File: src/rtl/pipe_adder_pkg.sv
// rtl/pipe_adder_pkg.sv - shared datapath constants for the pipelined adder
// Purpose: opcode encodings and default datapath width shared by the adder,
//          its interface and its bench.
// Ports:   none (package).
package pipe_adder_pkg;

    localparam int   XLEN       = 32;
    localparam logic ALU_OP_ADD = 1'b0;
    localparam logic ALU_OP_SUB = 1'b1;

endpackage

File: src/rtl/pipe_adder_if.sv
// rtl/pipe_adder_if.sv - operand/result handshake bundle for pipe_adder
// Purpose: groups the operand-in and result-out valid/ready channels.
// Ports:   in_valid/in_ready/a/b/cin/sub   operand channel (master -> slave)
//          out_valid/out_ready/y/cout/ovf/zero  result channel (slave -> master)
interface pipe_adder_if
    import pipe_adder_pkg::*;
#(
    parameter int WIDTH = XLEN
);

    logic             in_valid;
    logic             in_ready;
    logic [WIDTH-1:0] a;
    logic [WIDTH-1:0] b;
    logic             cin;
    logic             sub;
    logic             out_valid;
    logic             out_ready;
    logic [WIDTH-1:0] y;
    logic             cout;
    logic             ovf;
    logic             zero;

    modport master (
        output in_valid, a, b, cin, sub, out_ready,
        input  in_ready, out_valid, y, cout, ovf, zero
    );

    modport slave (
        input  in_valid, a, b, cin, sub, out_ready,
        output in_ready, out_valid, y, cout, ovf, zero
    );

endinterface

File: src/rtl/adder_slice.sv
// rtl/adder_slice.sv - one combinational carry-chained adder segment
// Purpose: SEG-bit add with carry in/out; one instance per pipeline stage.
// Ports:   a, b  segment operands
//          ci    carry into the segment
//          s     segment sum
//          co    carry out of the segment MSB
module adder_slice
    import pipe_adder_pkg::*;
#(
    parameter int SEG = 8
) (
    input  logic [SEG-1:0] a,
    input  logic [SEG-1:0] b,
    input  logic           ci,
    output logic [SEG-1:0] s,
    output logic           co
);

    assign {co, s} = {1'b0, a} + {1'b0, b} + {{SEG{1'b0}}, ci};

endmodule

File: src/rtl/pipe_adder.sv
// rtl/pipe_adder.sv - pipelined WIDTH-bit add/subtract with valid/ready stall
// Purpose: splits the add into STAGES segments, one per register stage, and
//          returns sum plus carry, signed-overflow and zero flags.
// Ports:   clk    rising-edge clock
//          reset  synchronous active-high reset
//          bus    pipe_adder_if slave: operand channel in, result channel out
module pipe_adder
    import pipe_adder_pkg::*;
#(
    parameter int WIDTH  = XLEN,
    parameter int STAGES = 4
) (
    input  logic         clk,
    input  logic         reset,
    pipe_adder_if.slave  bus
);

    // Guarded so a bad configuration reaches the fatal check below instead
    // of dividing by zero first.
    localparam int STG_SAFE = (STAGES < 1) ? 1 : STAGES;
    localparam int SEG      = WIDTH / STG_SAFE;

    if ((STAGES < 1) || ((WIDTH % STG_SAFE) != 0)) begin : g_bad_cfg
        $fatal(1, "pipe_adder: WIDTH must be a multiple of STAGES and STAGES >= 1");
    end

    logic             en;
    logic [WIDTH-1:0] b_eff;
    logic             c_eff;

    // Subtract is a + ~b + ~cin, so cin acts as a borrow-in on sub.
    assign b_eff = (bus.sub == ALU_OP_SUB) ? ~bus.b   : bus.b;
    assign c_eff = (bus.sub == ALU_OP_SUB) ? ~bus.cin : bus.cin;

    // Whole pipe advances together; it only freezes when a finished result
    // is waiting for a consumer that is not ready.
    assign en           = ~bus.out_valid | bus.out_ready;
    assign bus.in_ready = en;

    for (genvar k = 0; k < STAGES; k++) begin : g_stage
        localparam int LO_W = (k + 1) * SEG;

        logic [SEG-1:0]  sa;
        logic [SEG-1:0]  sb;
        logic [SEG-1:0]  ss;
        logic            sci;
        logic            sco;
        logic            vin;
        logic [LO_W-1:0] lo_d;
        logic            v_q;
        logic            c_q;
        logic [LO_W-1:0] lo_q;

        if (k == 0) begin : g_first
            assign sa   = bus.a[SEG-1:0];
            assign sb   = b_eff[SEG-1:0];
            assign sci  = c_eff;
            assign vin  = bus.in_valid;
            assign lo_d = ss;
        end else begin : g_next
            // Pending operands are stored already shifted, so the segment
            // for this stage is always the low SEG bits of the previous one.
            assign sa   = g_stage[k-1].g_hi.a_q[SEG-1:0];
            assign sb   = g_stage[k-1].g_hi.b_q[SEG-1:0];
            assign sci  = g_stage[k-1].c_q;
            assign vin  = g_stage[k-1].v_q;
            assign lo_d = {ss, g_stage[k-1].lo_q};
        end

        adder_slice #(
            .SEG (SEG)
        ) u_slice (
            .a  (sa),
            .b  (sb),
            .ci (sci),
            .s  (ss),
            .co (sco)
        );

        // Data only moves with a valid operation, so outputs hold their
        // last result while bubbles pass through.
        always_ff @(posedge clk) begin
            if (reset) begin
                v_q  <= 1'b0;
                c_q  <= 1'b0;
                lo_q <= '0;
            end else if (en) begin
                v_q <= vin;
                if (vin) begin
                    c_q  <= sco;
                    lo_q <= lo_d;
                end
            end
        end

        if (k < STAGES - 1) begin : g_hi
            localparam int HI_W = WIDTH - LO_W;

            logic [HI_W-1:0] a_d;
            logic [HI_W-1:0] b_d;
            logic [HI_W-1:0] a_q;
            logic [HI_W-1:0] b_q;

            if (k == 0) begin : g_src
                assign a_d = bus.a[WIDTH-1:SEG];
                assign b_d = b_eff[WIDTH-1:SEG];
            end else begin : g_src
                assign a_d = g_stage[k-1].g_hi.a_q[HI_W+SEG-1:SEG];
                assign b_d = g_stage[k-1].g_hi.b_q[HI_W+SEG-1:SEG];
            end

            always_ff @(posedge clk) begin
                if (reset) begin
                    a_q <= '0;
                    b_q <= '0;
                end else if (en && vin) begin
                    a_q <= a_d;
                    b_q <= b_d;
                end
            end
        end else begin : g_last
            logic ovf_q;
            logic zero_q;

            // The top operand segment arrives here intact, so its MSBs are
            // the carried-down a[MSB] and b_eff[MSB] used for overflow.
            always_ff @(posedge clk) begin
                if (reset) begin
                    ovf_q  <= 1'b0;
                    zero_q <= 1'b0;
                end else if (en && vin) begin
                    ovf_q  <= (sa[SEG-1] == sb[SEG-1]) && (ss[SEG-1] != sa[SEG-1]);
                    zero_q <= ~|lo_d;
                end
            end
        end
    end

    assign bus.out_valid = g_stage[STAGES-1].v_q;
    assign bus.y         = g_stage[STAGES-1].lo_q;
    assign bus.cout      = g_stage[STAGES-1].c_q;
    assign bus.ovf       = g_stage[STAGES-1].g_last.ovf_q;
    assign bus.zero      = g_stage[STAGES-1].g_last.zero_q;

endmodule
File: src/flat_wrapper.sv
// flat-port wrapper written by rule: the top's interface ports become plain ports
module pipe_adder_flat import pipe_adder_pkg::*;
#(
    parameter int WIDTH  = XLEN,
    parameter int STAGES = 4
)
  (clk, reset, bus_in_valid, bus_a, bus_b, bus_cin, bus_sub, bus_out_ready, bus_in_ready, bus_out_valid, bus_y, bus_cout, bus_ovf, bus_zero);
  pipe_adder_if #(.WIDTH(WIDTH)) bus_i ();
  input  logic clk;
  input  logic reset;
  input wire logic [$bits(bus_i.in_valid)-1:0] bus_in_valid;
  input wire logic [$bits(bus_i.a)-1:0] bus_a;
  input wire logic [$bits(bus_i.b)-1:0] bus_b;
  input wire logic [$bits(bus_i.cin)-1:0] bus_cin;
  input wire logic [$bits(bus_i.sub)-1:0] bus_sub;
  input wire logic [$bits(bus_i.out_ready)-1:0] bus_out_ready;
  output wire logic [$bits(bus_i.in_ready)-1:0] bus_in_ready;
  output wire logic [$bits(bus_i.out_valid)-1:0] bus_out_valid;
  output wire logic [$bits(bus_i.y)-1:0] bus_y;
  output wire logic [$bits(bus_i.cout)-1:0] bus_cout;
  output wire logic [$bits(bus_i.ovf)-1:0] bus_ovf;
  output wire logic [$bits(bus_i.zero)-1:0] bus_zero;
  assign bus_i.in_valid = bus_in_valid;
  assign bus_i.a = bus_a;
  assign bus_i.b = bus_b;
  assign bus_i.cin = bus_cin;
  assign bus_i.sub = bus_sub;
  assign bus_i.out_ready = bus_out_ready;
  assign bus_in_ready = bus_i.in_ready;
  assign bus_out_valid = bus_i.out_valid;
  assign bus_y = bus_i.y;
  assign bus_cout = bus_i.cout;
  assign bus_ovf = bus_i.ovf;
  assign bus_zero = bus_i.zero;
  pipe_adder #(.WIDTH(WIDTH), .STAGES(STAGES)) u_core (.clk(clk), .reset(reset), .bus(bus_i));
endmodule
File: config.mk
export PLATFORM = sky130hd
export DESIGN_NAME = pipe_adder_flat
export DESIGN_NICKNAME = d
export VERILOG_FILES = /design/src/rtl/pipe_adder_pkg.sv /design/src/rtl/pipe_adder_if.sv /design/src/rtl/adder_slice.sv /design/src/rtl/pipe_adder.sv /design/src/flat_wrapper.sv
export SDC_FILE = /design/constraint.sdc
export NUM_CORES = 1
export LEC_CHECK = 0
export CORE_MARGIN = 2
export CORE_UTILIZATION = 55
export DETAILED_ROUTE_END_ITERATION = 6
export PLACE_DENSITY = 0.8
export SYNTH_ARGS = -nofsm -noshare
export SYNTH_HDL_FRONTEND = slang
export SYNTH_SLANG_ARGS = --single-unit
File: constraint.sdc
create_clock -name clk -period 3.52 [get_ports clk]
set_input_delay 0.352 -clock clk [delete_from_list [all_inputs] [get_ports clk]]
set_output_delay 0.352 -clock clk [all_outputs]
set_load 0.03 [all_outputs]
After elaboration in Yosys (flattened, before gate mapping):

Index checks and enable logic that the tools add are counted.

* register bits after elaboration: 186
* bits of input ports: 70
* output and inout port bits: 37
* word-level logic and storage cells: 47

* add/sub/neg operators: 8
* eq/ne operators: 2
* mux-type cells: 2
* bitwise logic cells: 4
* reduce and logical (&&, ||, !) cells: 11

Operator list (number)
* 8-bit by 8-bit adder with 9-bit output: 4
* 9-bit by 1-bit adder with 9-bit output: 4
* 32-bit 2-to-1 mux: 1
* 32-bit NOT: 1
* 32-bit OR reduction: 1
* 2-bit AND reduction: 4
* 1-bit logical AND: 5
* 1-bit NOT: 2
* 1-bit equality test: 1
* 1-bit logical NOT: 1
* 1-bit 2-to-1 mux: 1
* 1-bit != test: 1
* 1-bit OR: 1

Depth between registers and ports, before layout:

* word-level depth: 4
* mapped depth: 12
* mapped depth without buffers: 10

Cells and area by module:

From an unflattened synthesis, not the netlist that was laid out.

* cell total of the unflattened synthesis: 998
* area, all modules: 8023.9 um^2

By module, submodules not included
* pipe_adder: times used 1, cells each 834, area each 6697.7 um^2, sequential area each 3723.6 um^2
* adder_slice (u_core.g_stage[0].u_slice ...): times used 2, cells each 40, area each 331.6 um^2, sequential area each 0.0 um^2
* adder_slice (u_core.g_stage[2].u_slice ...): times used 2, cells each 42, area each 331.6 um^2, sequential area each 0.0 um^2

Worst setup path before layout:

Ideal clock, no wire load.

* kind: register -> register
* from: register u_core.g_stage[2].g_hi.b_q[0]
* to: register u_core.g_stage[3].g_last.zero_q, in the netlist u_core.bus.zero
* library setup time: 0.070 ns
* arrival: 2.608 ns
* data required time: 3.450 ns
* setup slack: 0.841 ns
* stages on the path, launching flop included: 10
* path buffers: 0
* period minus slack after synthesis: 2.679 ns
* cells stage by stage: dfxtp_1 -> inv_1 -> fa_1 -> fa_1 -> nor4bb_1 -> nand4_1 -> nor4_2 -> nand4b_1 -> or4b_1 -> a21oi_1

* longest elaborated chain between the ends: 4

Ends and longest elaborated chain
* from (decl): RTL line pipe_adder.sv:102 `logic [HI_W-1:0] b_q;`
* from (signal assigned): RTL line pipe_adder.sv:115 `b_q <= '0;`
* from (signal assigned): RTL line pipe_adder.sv:118 `b_q <= b_d;`
* 8-bit by 8-bit adder with 9-bit output: RTL line adder_slice.sv:19 `assign {co, s} = {1'b0, a} + {1'b0, b} + {{SEG{1'b0}}, ci};`
* 9-bit by 1-bit adder with 9-bit output: RTL line adder_slice.sv:19
* 32-bit OR reduction: RTL line pipe_adder.sv:133 `zero_q <= ~|lo_d;`
* 1-bit logical NOT: RTL line pipe_adder.sv:133
* to (signal assigned): RTL line pipe_adder.sv:133
* to (decl): RTL line pipe_adder.sv:123 `logic zero_q;`

Every way passes these cells.
A chain may end at the register's enable or synchronous reset.

Worst setup path in the final report:

Ends and elaborated chain as after synthesis.

==> impl_metrics.env <==
export IMPL_die_area_um2=15400
export IMPL_routed_top_layer="met4"
export IMPL_crit_type="reg -> reg"
export IMPL_antenna_found_initial=0
export IMPL_cts_buffers=17
export IMPL_crit_arrival_ns=3.26
export IMPL_multi_input_area_um2=3880
export IMPL_whs_path_depth=2
export IMPL_post_cts_buffers=0
export IMPL_fp_dieW_um=124
export IMPL_synth_area_leaders="dfxtp_1 (47%), nand2_1 (13%), a21oi_1 (9.8%), ha_1 (4.4%), xnor2_1 (3.9%)"
export IMPL_synth_compound_area_share_pct=16.3
export IMPL_slowest_stage="fa_1"
export IMPL_synth_warnings=0
export IMPL_antenna_left=0
export IMPL_grt_pass1_vias=6000
export IMPL_grt_usage_pct=22.9
export IMPL_synth_sequential_area_ratio_pct=46.9
export IMPL_hold_class="reg -> reg"
export IMPL_period_needed_ns=2.91
export IMPL_rsz0062_at_grt="false"
export IMPL_yosysMostFrequentCell="nand2_1"
export IMPL_diodes=0
export IMPL_synth_xor_area_share_pct=5.41
export IMPL_fin_hold_ws_ns=0.451
export IMPL_clock_sinks=186
export IMPL_worst_pin_slew_ns=0.977
export IMPL_fin_util_pct=69.3
export IMPL_cts_tree="built"
export IMPL_cp_max_fo=2
export IMPL_dr_pass1_iters=5
export IMPL_vdd_drop_max_uv=389
export IMPL_r2r_setup_slack_ns=0.61
export IMPL_ys_async_sr_fraction_pct=0
export IMPL_final_setup_tns_ns=0
export IMPL_route_detailed_drc=0
export IMPL_synth_top_family_by_area="simple AND/OR/NAND/NOR gates"
export IMPL_wl_met3_um=907
export IMPL_slowest_delay_ns=0.57
export IMPL_grt_max_degree=190
export IMPL_area_delta_synth_final_pct=22.1
export IMPL_crit_top_cell="fa_1"
export IMPL_startpoint_type="register"
export IMPL_cts_hold_fix_buffers=0
export IMPL_synth_seq_cells=186
export IMPL_syn_area_per_cell_um2=8.07
export IMPL_crit_path_end_kind="register"
export IMPL_hold_viol=0
export IMPL_netlist_instances=983
export IMPL_initial_core_util_pct=56.7
export IMPL_syn_area_um2=7940
export IMPL_cts_buffer_depth=2
export IMPL_place_gp_congestion=0.893
export IMPL_leakage_nw=3.55
export IMPL_reg2reg_from="u_core.g_stage[2].g_hi.b_q[0]"
export IMPL_synth_mux_area_share_pct=0
export IMPL_seqCellArea_um2=3720
export IMPL_drive_above_1_share_pct=4.59
export IMPL_setup_viol=0
export IMPL_cts_resized=0
export IMPL_io_pins=107
export IMPL_p_per_area_nw_per_um2=483
export IMPL_fin_nets=1161
export IMPL_finalInstanceArea_um2=9690
export IMPL_place_area_um2=9070
export IMPL_hp_start="u_core.g_stage[0].g_hi.a_q[14]"
export IMPL_vias=6674
export IMPL_core_area_um2=14000
export IMPL_final_max_slew_viol_count=0
export IMPL_synth_top_area_share_pct=46.9
export IMPL_ys_flop_type="dfxtp_1"
export IMPL_htree_levels=4
export IMPL_viasPerCell=5.35
export IMPL_post_route_period_util_pct=82.7
export IMPL_worstHoldEndpoint="u_core.g_stage[1].g_hi.a_q[6]"
export IMPL_routed_wl_um=17000
export IMPL_clk_latency_ns=0.43
export IMPL_synth_edf_count=0
export IMPL_drv_cap=0
export IMPL_overflow=0
export IMPL_crit_chain="inv_1 -> fa_1 -> fa_1 -> nor4bb_1 -> nand4_1 -> nor4_2 -> nand4b_1 -> or4b_1 -> a21oi_1"
export IMPL_drt_met1_wl_um=8300
export IMPL_fp_row_count=43
export IMPL_hpwl_um=11500
export IMPL_wl_met2_um=7510
export IMPL_yosys_area_share_simple_pct=20.7
export IMPL_synth_area_leader_cell="dfxtp_1"
export IMPL_synth_adder_area_share_pct=6.43
export IMPL_drt_iter0_markers=526
export IMPL_wire_per_inst_um=13.6
export IMPL_r2r_cells=9
export IMPL_synth_nets=1089
export IMPL_max_freq_mhz=344
export IMPL_skew_ns=0.00585
export IMPL_die_h_um=124
export IMPL_nFillCells=1158
export IMPL_clkTransAtPathRegs_ns=0.06
export IMPL_status="complete, no violations"
export IMPL_required_ns=3.87
export IMPL_portBuffers=106
export IMPL_synth_common_cells="nand2_1 (281), dfxtp_1 (186), a21oi_1 (156)"
export IMPL_grt_first_pass_wirelength_um=27700
export IMPL_slew_headroom_pct=34.9
export IMPL_synthDistinctLibCells=44
export IMPL_reg2reg_to="u_core.bus.zero"
export IMPL_root_buffer="clkbuf_16"
[layout by cell type, fill, tap and decap left out, drive strengths merged, types with 3 or more instances in the layout]
| master | Yosys | routed |
|---|---|---|
| nor3 | 13 | 13 |
| nor2 | 56 | 56 |
| nand2 | 281 | 281 |
| o22ai | 5 | 5 |
| or2 | 3 | 3 |
| ha | 28 | 28 |
| xor2 | 14 | 14 |
| and2 | 6 | 6 |
| nand3b | 4 | 4 |
| clkinv | 0 | 3 |
| nor4 | 8 | 8 |
| buf | 8 | 14 |
| o211ai | 8 | 8 |
| clkdlybuf4s50 | 0 | 104 |
| dfxtp | 186 | 186 |
| o21ai | 8 | 8 |
| clkbuf | 57 | 26 |
| inv | 23 | 23 |
| fa | 8 | 8 |
| bufinv | 0 | 3 |
| nand3 | 12 | 12 |
| xnor2 | 35 | 35 |
| a211oi | 33 | 33 |
| a21oi | 156 | 156 |
| nor2b | 3 | 3 |
| a21o | 7 | 7 |
[flip-flops by register name, indices dropped and copies added (netlist names)]
| signal | cells |
|---|---|
| u_core.g_stage.g_hi.a_q | 48 |
| u_core.g_stage.g_hi.b_q | 48 |
| u_core.g_stage.lo_q | 48 |
| u_core.bus.y | 32 |
| u_core.g_stage.c_q | 3 |
| u_core.g_stage.v_q | 3 |
| u_core.bus.cout | 1 |
| u_core.bus.out_valid | 1 |
| u_core.bus.ovf | 1 |
| u_core.bus.zero | 1 |
[worst max-delay path by stage]
stage                                        from               to  slack (ns)
floorplan           u_core.g_stage[2].g_hi.b_q[0]  u_core.bus.zero        0.84
global placement    u_core.g_stage[2].g_hi.b_q[0]  u_core.bus.zero        0.77
detailed placement  u_core.g_stage[2].g_hi.b_q[0]  u_core.bus.zero        0.65
CTS                 u_core.g_stage[2].g_hi.b_q[0]  u_core.bus.zero        0.63
global route        u_core.g_stage[2].g_hi.b_q[0]  u_core.bus.zero        0.45
finish              u_core.g_stage[2].g_hi.b_q[0]  u_core.bus.zero        0.61
[through the flow]
step | setup slack, ns | power (mW) | cells
after floorplan | 0.841 | 2.58 | 983
after global routing | 0.445 | 4.85 | 1248
after detailed placement | 0.646 | 2.75 | 1216
final | 0.609 | 4.68 | 1248
after CTS | 0.626 | 4.71 | 1248
after global placement | 0.767 | 2.74 | 1216
[per-layer routing]
layer / up-vias / GRT usage, %
met5: - / 0
met4: 0 / 8.08
met3: 24 / 4.95
met2: 185 / 34.9
met1: 3033 / 32.1
li1: 3432 / -
[worst max-delay path: cells and delay by family, from the launching register on]
kind | cells | cell delay [ns]
and+or+nand+nor | 5 | 1.28
DFF | 1 | 0.33
AOI/OAI and AO/OA | 1 | 0.15
buffers and inverters | 1 | 0.06
adders and majority gates | 2 | 1.04
[report_power, final]
group	internal (mW)	leakage [nW]	switching [mW]	total (mW)
clock	1.21	0.305	0.756	1.97
combinational	0.218	1.73	0.259	0.477
sequential	2.19	1.51	0.0496	2.24
[layout make-up]
class                           count  share of cell area [%]
Tap cell                          180                    2.32
Multi-Input combinational cell    709                    40.0
Clock inverter                      6                    1.12
Sequential cell                   186                    38.4
Inverter                           23                   0.891
Timing Repair Buffer              118                    11.9
Clock buffer                       26                    5.26
[cells by family (layout without fill, tap and decap cells)]
group	after synthesis	after routing
AOI/OAI and AO/OA	227	227
xor gates and xnor gates	49	49
adders and majority gates	36	36
buffers and inverters	88	173
DFF	186	186
and+or+nand+nor	397	397
Note: power is estimated with default switching activity, not from simulation.
